--- src/rtl/rf_write_arbiter.sv ---
// rf_write_arbiter: shares the register-file write port between WB (fixed priority) and a buffered MDU.
// Optional macro RF_ARB_BYPASS_EN: an MDU result is written straight through when the FIFO is empty and WB is idle.
module rf_write_arbiter #(
  parameter int WORD_LEN = 32,
  parameter int ADDR_LEN = 5,
  parameter int DEPTH    = 4,
  parameter int MAX_WAIT = 3
) (
  input  logic                      clk,
  input  logic                      rst,
  input  logic                      wb_en,
  input  logic [ADDR_LEN-1:0]       wb_dest,
  input  logic [WORD_LEN-1:0]       wb_val,
  input  logic                      mdu_valid,
  input  logic [ADDR_LEN-1:0]       mdu_dest,
  input  logic [WORD_LEN-1:0]       mdu_val,
  output logic                      mdu_ready,
  input  logic [ADDR_LEN-1:0]       src1,
  input  logic [ADDR_LEN-1:0]       src2,
  output logic                      hazard1,
  output logic                      hazard2,
  output logic                      pipe_stall,
  output logic                      wr_en,
  output logic [ADDR_LEN-1:0]       wr_dest,
  output logic [WORD_LEN-1:0]       wr_val,
  output logic [$clog2(DEPTH):0]    buf_count
);
  // state  | meaning
  // IDLE   | FIFO empty
  // QUEUED | entries buffered, waiting for an idle port cycle
  // DRAIN  | FIFO starved: stall the pipeline and force one pop
  localparam int PW = $clog2(DEPTH);
  localparam int CW = PW + 1;
  localparam int WW = $clog2(MAX_WAIT + 1);

  typedef enum logic [1:0] {IDLE, QUEUED, DRAIN} state_t;

  state_t              state;
  logic [ADDR_LEN-1:0] q_dest [DEPTH];
  logic [WORD_LEN-1:0] q_val  [DEPTH];
  logic [DEPTH-1:0]    q_vld;
  logic [PW-1:0]       rd_ptr, wr_ptr;
  logic [CW-1:0]       count, count_nxt;
  logic [WW-1:0]       wait_cnt, wait_nxt;
  logic                wb_take, pop, byp, acc, enq;

  assign buf_count  = count;
  assign pipe_stall = (state == DRAIN);
  assign mdu_ready  = (count < CW'(DEPTH));
  assign acc        = mdu_valid & mdu_ready & ~rst;
  assign wb_take    = ~rst & wb_en & ~pipe_stall & (wb_dest != '0);
  assign pop        = ~rst & ~wb_take & (count != '0);
`ifdef RF_ARB_BYPASS_EN
  assign byp        = acc & ~wb_take & (count == '0) & (mdu_dest != '0);
`else
  assign byp        = 1'b0;
`endif
  // dest 0 results complete the handshake but are dropped here
  assign enq        = acc & (mdu_dest != '0) & ~byp;
  assign count_nxt  = count + CW'(enq) - CW'(pop);

  always_comb begin
    wait_nxt = wait_cnt;
    if (pop || count == '0)
      wait_nxt = '0;
    else if (wait_cnt < WW'(MAX_WAIT))
      wait_nxt = wait_cnt + 1'b1;
  end

  always_comb begin
    wr_en   = 1'b0;
    wr_dest = '0;
    wr_val  = '0;
    if (wb_take) begin
      wr_en   = 1'b1;
      wr_dest = wb_dest;
      wr_val  = wb_val;
    end else if (pop) begin
      wr_en   = 1'b1;
      wr_dest = q_dest[rd_ptr];
      wr_val  = q_val[rd_ptr];
    end else if (byp) begin
      wr_en   = 1'b1;
      wr_dest = mdu_dest;
      wr_val  = mdu_val;
    end
  end

  // the head being popped this cycle is still valid, so it still flags
  always_comb begin
    hazard1 = 1'b0;
    hazard2 = 1'b0;
    for (int i = 0; i < DEPTH; i++) begin
      if (q_vld[i] && src1 != '0 && q_dest[i] == src1) hazard1 = 1'b1;
      if (q_vld[i] && src2 != '0 && q_dest[i] == src2) hazard2 = 1'b1;
    end
  end

  always_ff @(posedge clk or posedge rst) begin
    if (rst) begin
      state    <= IDLE;
      count    <= '0;
      wait_cnt <= '0;
      rd_ptr   <= '0;
      wr_ptr   <= '0;
      q_vld    <= '0;
    end else begin
      count    <= count_nxt;
      wait_cnt <= wait_nxt;
      if (pop) begin
        q_vld[rd_ptr] <= 1'b0;
        rd_ptr        <= rd_ptr + 1'b1;
      end
      if (enq) begin
        q_vld[wr_ptr] <= 1'b1;
        wr_ptr        <= wr_ptr + 1'b1;
      end
      case (state)
        IDLE:    if (enq) state <= QUEUED;
        QUEUED: begin
          if (count_nxt == '0)                 state <= IDLE;
          else if (wait_nxt == WW'(MAX_WAIT))  state <= DRAIN;
        end
        DRAIN:   state <= (count_nxt != '0) ? QUEUED : IDLE;
        default: state <= IDLE;
      endcase
    end
  end

  always_ff @(posedge clk) begin
    if (enq) begin
      q_dest[wr_ptr] <= mdu_dest;
      q_val[wr_ptr]  <= mdu_val;
    end
  end

endmodule

--- config.mk ---
export PLATFORM = sky130hd
export DESIGN_NAME = rf_write_arbiter
export DESIGN_NICKNAME = d
export VERILOG_FILES = /design/src/rtl/rf_write_arbiter.sv
export SDC_FILE = /design/constraint.sdc
export NUM_CORES = 1
export LEC_CHECK = 0
export CORE_MARGIN = 5
export CORE_UTILIZATION = 47
export DETAILED_ROUTE_END_ITERATION = 7
export PLACE_DENSITY = 0.76
export SETUP_SLACK_MARGIN = 0.1
export SYNTH_ARGS = -nofsm -noshare
export SYNTH_HDL_FRONTEND = slang
export SYNTH_SLANG_ARGS = --single-unit
--- constraint.sdc ---
create_clock -name clk -period 3.45 [get_ports clk]
set_input_delay 0.69 -clock clk [delete_from_list [all_inputs] [get_ports clk]]
set_output_delay 0.69 -clock clk [all_outputs]
set_load 0.02 [all_outputs]
; ---- Word level (Yosys, flattened, before mapping)
; Memory sizes are Yosys's and may differ from the RTL's.
; Cells that the tools add are included.
[classes]
reduce_logical = 29
addsub = 5
eq_ne = 13
magnitude_cmp = 6
muxes = 29
bitwise_logic = 14
[ops]
columns = op, count
row1 = two-way mux 32 bit, 2
row2 = equality test 5 bit, 8
row3 = nonzero test 5 bit, 4
row4 = logical AND 1 bit, 18
row5 = two-way mux 1 bit, 15
row6 = two-way mux 2 bit, 5
row7 = two-way mux 5 bit, 2
row8 = AND 1 bit, 8
row9 = two-way mux 4 bit, 2
row10 = adder 2 x 1 -> 2 bit (second input constant), 3
row11 = logical NOT 3 bit, 2
row12 = < comparator 2 x 3 -> 1 bit (second input constant), 2
row13 = one-hot mux 2 bit (3 select lines), 1
row14 = nonzero test 3 bit, 2
row15 = AND 4 bit, 1
row16 = demux 1 bit (select 2 bit), 2
row17 = equality test 2 bit (second input constant), 2
row18 = >= comparator 2 x 1 -> 1 bit (second input constant), 2
row19 = NOT 4 bit, 1
row20 = OR 4 bit, 1
row21 = adder 3 x 1 -> 3 bit, 1
row22 = < comparator 3 bit (second input constant), 1
row23 = inequality test 3 bit (second input constant), 1
row24 = NOT 1 bit, 3
row25 = 7 further kinds, 7
[word_totals]
ram_bits = 148
memories = 2
inputBits = 88
ff_bits = 15
[memory_table]
columns = memory, words, width, rd, rd_ports_with_merged_regs, write_ports, line
row1 = q_val, 4, 32, 1, 0, 1, 40  ; logic [WORD_LEN-1:0] q_val [DEPTH];
row2 = q_dest, 4, 5, 5, 0, 1, 39  ; logic [ADDR_LEN-1:0] q_dest [DEPTH];

; ---- Logic depth before layout (Yosys ltp)
[depth]
depth_word = 13
mapped_depth = 15
ltp_nobuf = 13

; ---- Least setup slack after synthesis
; No wires, ideal clock.
[synth_path]
path_kind = input port to flip-flop
startpoint = input port wb_dest[3]
endpoint = register state[0]
cell_stages = 14
path_slack_ns = -0.177
t_required_ns = 3.326
setup_time_ns = 0.124
arrival_time_ns = 3.503
cell_sequence = or4_1 > o21a_1 > buf_6 > nor3_4 > buf_6 > ha_1 > inv_1 > ha_1 > fa_1 > xnor2_1 > xnor2_1 > nor3_1 > nor3b_1 > a211o_1
[synth_between]
word_cells_on_any_way = 16
classes_between = add/sub (1) / eq/ne (2) / mux (4) / bitwise (4) / reduce/logical (5)
[synth_rtl]
columns = element, line
row1 = start: declaration, 12  ; input logic [ADDR_LEN-1:0] wb_dest,
row2 = nonzero test 5 bit *, 51  ; assign wb_take = ~rst & wb_en & ~pipe_stall & (wb_dest != '0);
row3 = AND 1 bit *, 51
row4 = NOT 1 bit *, 52  ; assign pop = ~rst & ~wb_take & (count != '0);
row5 = AND 1 bit * (2 in a row), 52
row6 = net pop, 45  ; logic wb_take, pop, byp, acc, enq;
row7 = subtractor 3 x 1 -> 3 bit *, 60  ; assign count_nxt = count + CW'(enq) - CW'(pop);
row8 = net count_nxt[2], 43  ; logic [CW-1:0] count, count_nxt;
row9 = nonzero test 3 bit or logical NOT 3 bit (tied branches), "124, 121"
row10 = "two-way mux 1 bit, or another cell as far along", 124  ; DRAIN: state <= (count_nxt != '0) ? QUEUED : IDLE;
row11 = one-hot mux 2 bit (3 select lines) or AND reduction 2 bit (tied branches), -
row12 = end signal: assignment, 124
row13 = end: declaration, 38  ; state_t state;
; The timed path passes the listed nets; every way through them passes the cells marked *.
; A chain may end at the register's enable or synchronous reset.

; ---- Final worst setup path
[layout_path]
startpoint = input port mdu_dest[0]
endpoint = register state[0]
[layout_between]
elab_chain_cells = 7
word_cells_on_any_way = 12
classes_between = add/sub (2) / eq/ne (2) / mux (3) / bitwise (1) / reduce/logical (4)
[layout_lines]
columns = element, line
row1 = start: declaration, 15  ; input logic [ADDR_LEN-1:0] mdu_dest,
row2 = nonzero test 5 bit *, 59  ; assign enq = acc & (mdu_dest != '0) & ~byp;
row3 = AND 1 bit *, 59
row4 = adder 3 x 1 -> 3 bit *, 60
row5 = subtractor 3 x 1 -> 3 bit *, 60
row6 = net count_nxt[2], 43
row7 = nonzero test 3 bit or logical NOT 3 bit (tied branches), "124, 121"
row8 = "two-way mux 1 bit, or another cell as far along", 124
row9 = one-hot mux 2 bit (3 select lines) or AND reduction 2 bit (tied branches), -
; Marked as above.

==> out/results.ini <==
[route]
wl_per_cell_um = 21.23
vias_per_cell = 5.540
drc = 0
finalWirelength_um = 15830
drt_iter0_markers = 256
vias = 4133
first_pass_iters = 5
ant_nets = 0

[floorplanning]
pin_count = 133
rows = 44
initial_core_util_pct = 48.21
placeableCoreArea_mm2 = 0.01464
fp.dieH_um = 132.6
dieArea_mm2 = 0.01757
dieWidth_um = 132.6

[worst_hold_path]
holdCritStartpoint = wait_cnt[0]
hold_class = register to register

[critical_path]
crit_path_end_kind = register
reg2reg_depth = 16
criticalPathCategory = input port to register
r2r_end = state[0]
path_common_cell = ha_4
setup.worst_path.end = state[0]
critical-path-top-delay-family = simple AND/OR/NAND/NOR gates
path_depth = 13
cp.arrival_ns = 3.60
cpPeakStageDelay_ns = 0.56
rr_startpoint = state[1]
reg2reg_slack_ns = 0.39
crit_slowest_cell = or4_1
cp_max_fo = 5
cp-startpoint = mdu_dest[0]
crit_path_cell_trace = clkdlybuf4s50_1 -> or4_1 -> o2111a_1 -> inv_1 -> ha_4 -> inv_2 -> ha_4 -> fa_2 -> xnor2_2 -> xnor2_1 -> nor3_2 -> nor2b_1 -> a211o_1
cp-start-kind = input port
required_ns = 3.75
crit_buf_inv = 3

[global_routing]
grt_pass1_vias = 4400
grt_start_max_net_pins = 36
antenna_found_initial = 0
grt.total_usage_pct = 18.40
grt-ovfl-total = 0
grt_first_pass_wirelength_um = 24720

[timing]
final.period_utilization_pct = 95.49
finalHoldViolCount = 0
slew_headroom_pct = 65.58
period_needed_ns = 3.294
fin_skew_ns = 0.006095
rsz0062_at_grt = yes
final_max_slew_viol_count = 0
setup_viol = 0
worst_slew_pin_slew_ns = 0.5164
fin_hold_ws_ns = 0.5496
fmax_mhz = 303.6

[final_layout]
finalNonFillerCells = 746
design_area_mm2 = 0.009369
diodes = 0
area_growth_syn_to_layout_pct = 32.72
nNetsFinal = 649
drive_above_1_share_pct = 24.73
final_cell_mix = edfxtp_1 (148), clkdlybuf4s50_1 (83), mux4_2 (37), a22o_1 (37), xor2_1 (32)
final_common_cell = edfxtp_1

[flow_run]
drv_cap = 0

[cts]
clkTransAtPathRegs_ns = 0.06
cts_tree = built
cts_hold_buf = 0
root_buffer = clkbuf_16
clk_latency_ns = 0.42
clock_sinks = 163
clock_path_buffers = 2
htreeDepth = 4
cts_buffers = 17

[logic_synthesis]
synth_seq_cells = 163
ys_warn_count = 0
synth-edff-count = 148
syn_inst = 392
yosysSeqAreaShare_pct = 68.27
synth_nets = 491
synth_ff_type = edfxtp_1
synth_largest_area_cell = edfxtp_1
synth_async_sr_flop_share_pct = 9.202
netlist_top_cells_area = edfxtp_1 (63%), mux4_2 (12%), dfrtp_1 (5.3%), a22o_1 (4.6%), xor2_1 (4.0%)
syn_area_per_cell_um2 = 18.01
yosysTopAreaCellShare_pct = 62.96
netlist_area_mm2 = 0.007059
synth.distinct_cells = 30

[place]
hpwl_um = 10390
dp.cells = 708
portBuffers = 132
routabilityCongestion = 0.9077
placed_area_mm2 = 0.008747

[run_status]
status = finished, final reports clean

[pwr]
p_leak_nw = 3.406
powerDensity_mw_per_mm2 = 677.1
p_total_mw = 6.344
ir_drop_mv = 0.3701

==> metrics by stage <==
stage / worst slack, ns / setup TNS [ns] / utilization (%)
after CTS: 0.1048 / 0 / 63.52
final: 0.1557 / 0 / 63.98
after global placement: -0.3867 / -11.92 / 59.73
after detailed placement: -0.3957 / -12.46 / 59.73
after floorplan: -0.1229 / -0.1229 / -
after global routing: 0.008700 / 0 / 63.98
==> what timing repair did <==
| item | CTS | global route |
|---|---|---|
| setup buffers | 4 | 1 |
| gates cloned | 1 | 1 |
| gates resized for setup | 115 | 18 |
| pin swaps | 9 | 6 |
| setup endpoints to repair | 41 | 33 |
==> cells in the mapped netlist (2+ instances only) <==
cell and instances:
a22o_1 37, a31oi_1 4, buf_1 2, buf_6 5, clkbuf_1 19, dfrtp_1 15
edfxtp_1 148, ha_1 10, inv_1 14, mux4_2 37, nand2_1 5, nand3_1 8
nand4_1 2, nor2_1 6, nor2b_1 5, nor3_1 5, nor3b_1 2, nor4_1 8
o21a_1 3, o21ai_0 2, or4_1 4, xnor2_1 12, xor2_1 32
==> worst min-delay path by stage <==
| stage | to | cells after the start |
|---|---|---|
| global route | wait_cnt[1] | 2 |
| floorplan | wait_cnt[1] | 2 |
| global placement | wait_cnt[1] | 2 |
| detailed placement | wait_cnt[1] | 2 |
| CTS | wait_cnt[1] | 2 |
| finish | wait_cnt[1] | 2 |
==> final cells by class <==
type | count | area, um^2
multi-input cells | 188 | 2118
flip-flops and latches | 163 | 4822
clock buffers | 19 | 432.9
well taps | 184 | 230.2
fillers | 1053 | 5275
repair buffers | 166 | 1623
inverters | 14 | 52.55
clock inverters | 12 | 90.09
==> power breakdown <==
group          switching [mW]  internal (mW)  leakage (nW)
logic                    1.04           1.10          1.63
registers               0.157           2.37          1.52
clock network           0.704          0.975         0.257
total                    1.90           4.44          3.41
==> cell families after synthesis <==
family                   Yosys count  synth area share (%)
buffers and inverters             41                 2.765
AO/OA/AOI/OAI                     48                 5.689
AND/OR/NAND/NOR                   47                 3.793
XOR/XNOR                          44                 5.459
multiplexers                      38                 11.96
adder cells (fa/ha/maj)           11                 2.056
flip-flops                       163                 68.27
==> worst min-delay path, delay by kind of cell, from the launching register on <==
| family | cells | cell delay [ns] |
|---|---|---|
| flip-flops | 1 | 0.37 |
| AND/OR/NAND/NOR | 2 | 0.14 |
==> registers in the layout, summed over array words and instances, names as in the netlist <==
signal	count
q_val	128
rd_ptr	2
buf_count	3
state	2
wr_ptr	2
wait_cnt	2
q_dest	20
q_vld	4
==> per-layer routing <==
layer / vias up / GRT usage [%] / routed length [um]
met5: - / 0 / 0
met4: 0 / 5.600 / 197
met3: 22 / 6.378 / 1402
met2: 180 / 28.87 / 7609
met1: 2049 / 24.47 / 6626
li1: 1882 / - / -
Power figures use the tool's default switching activity.
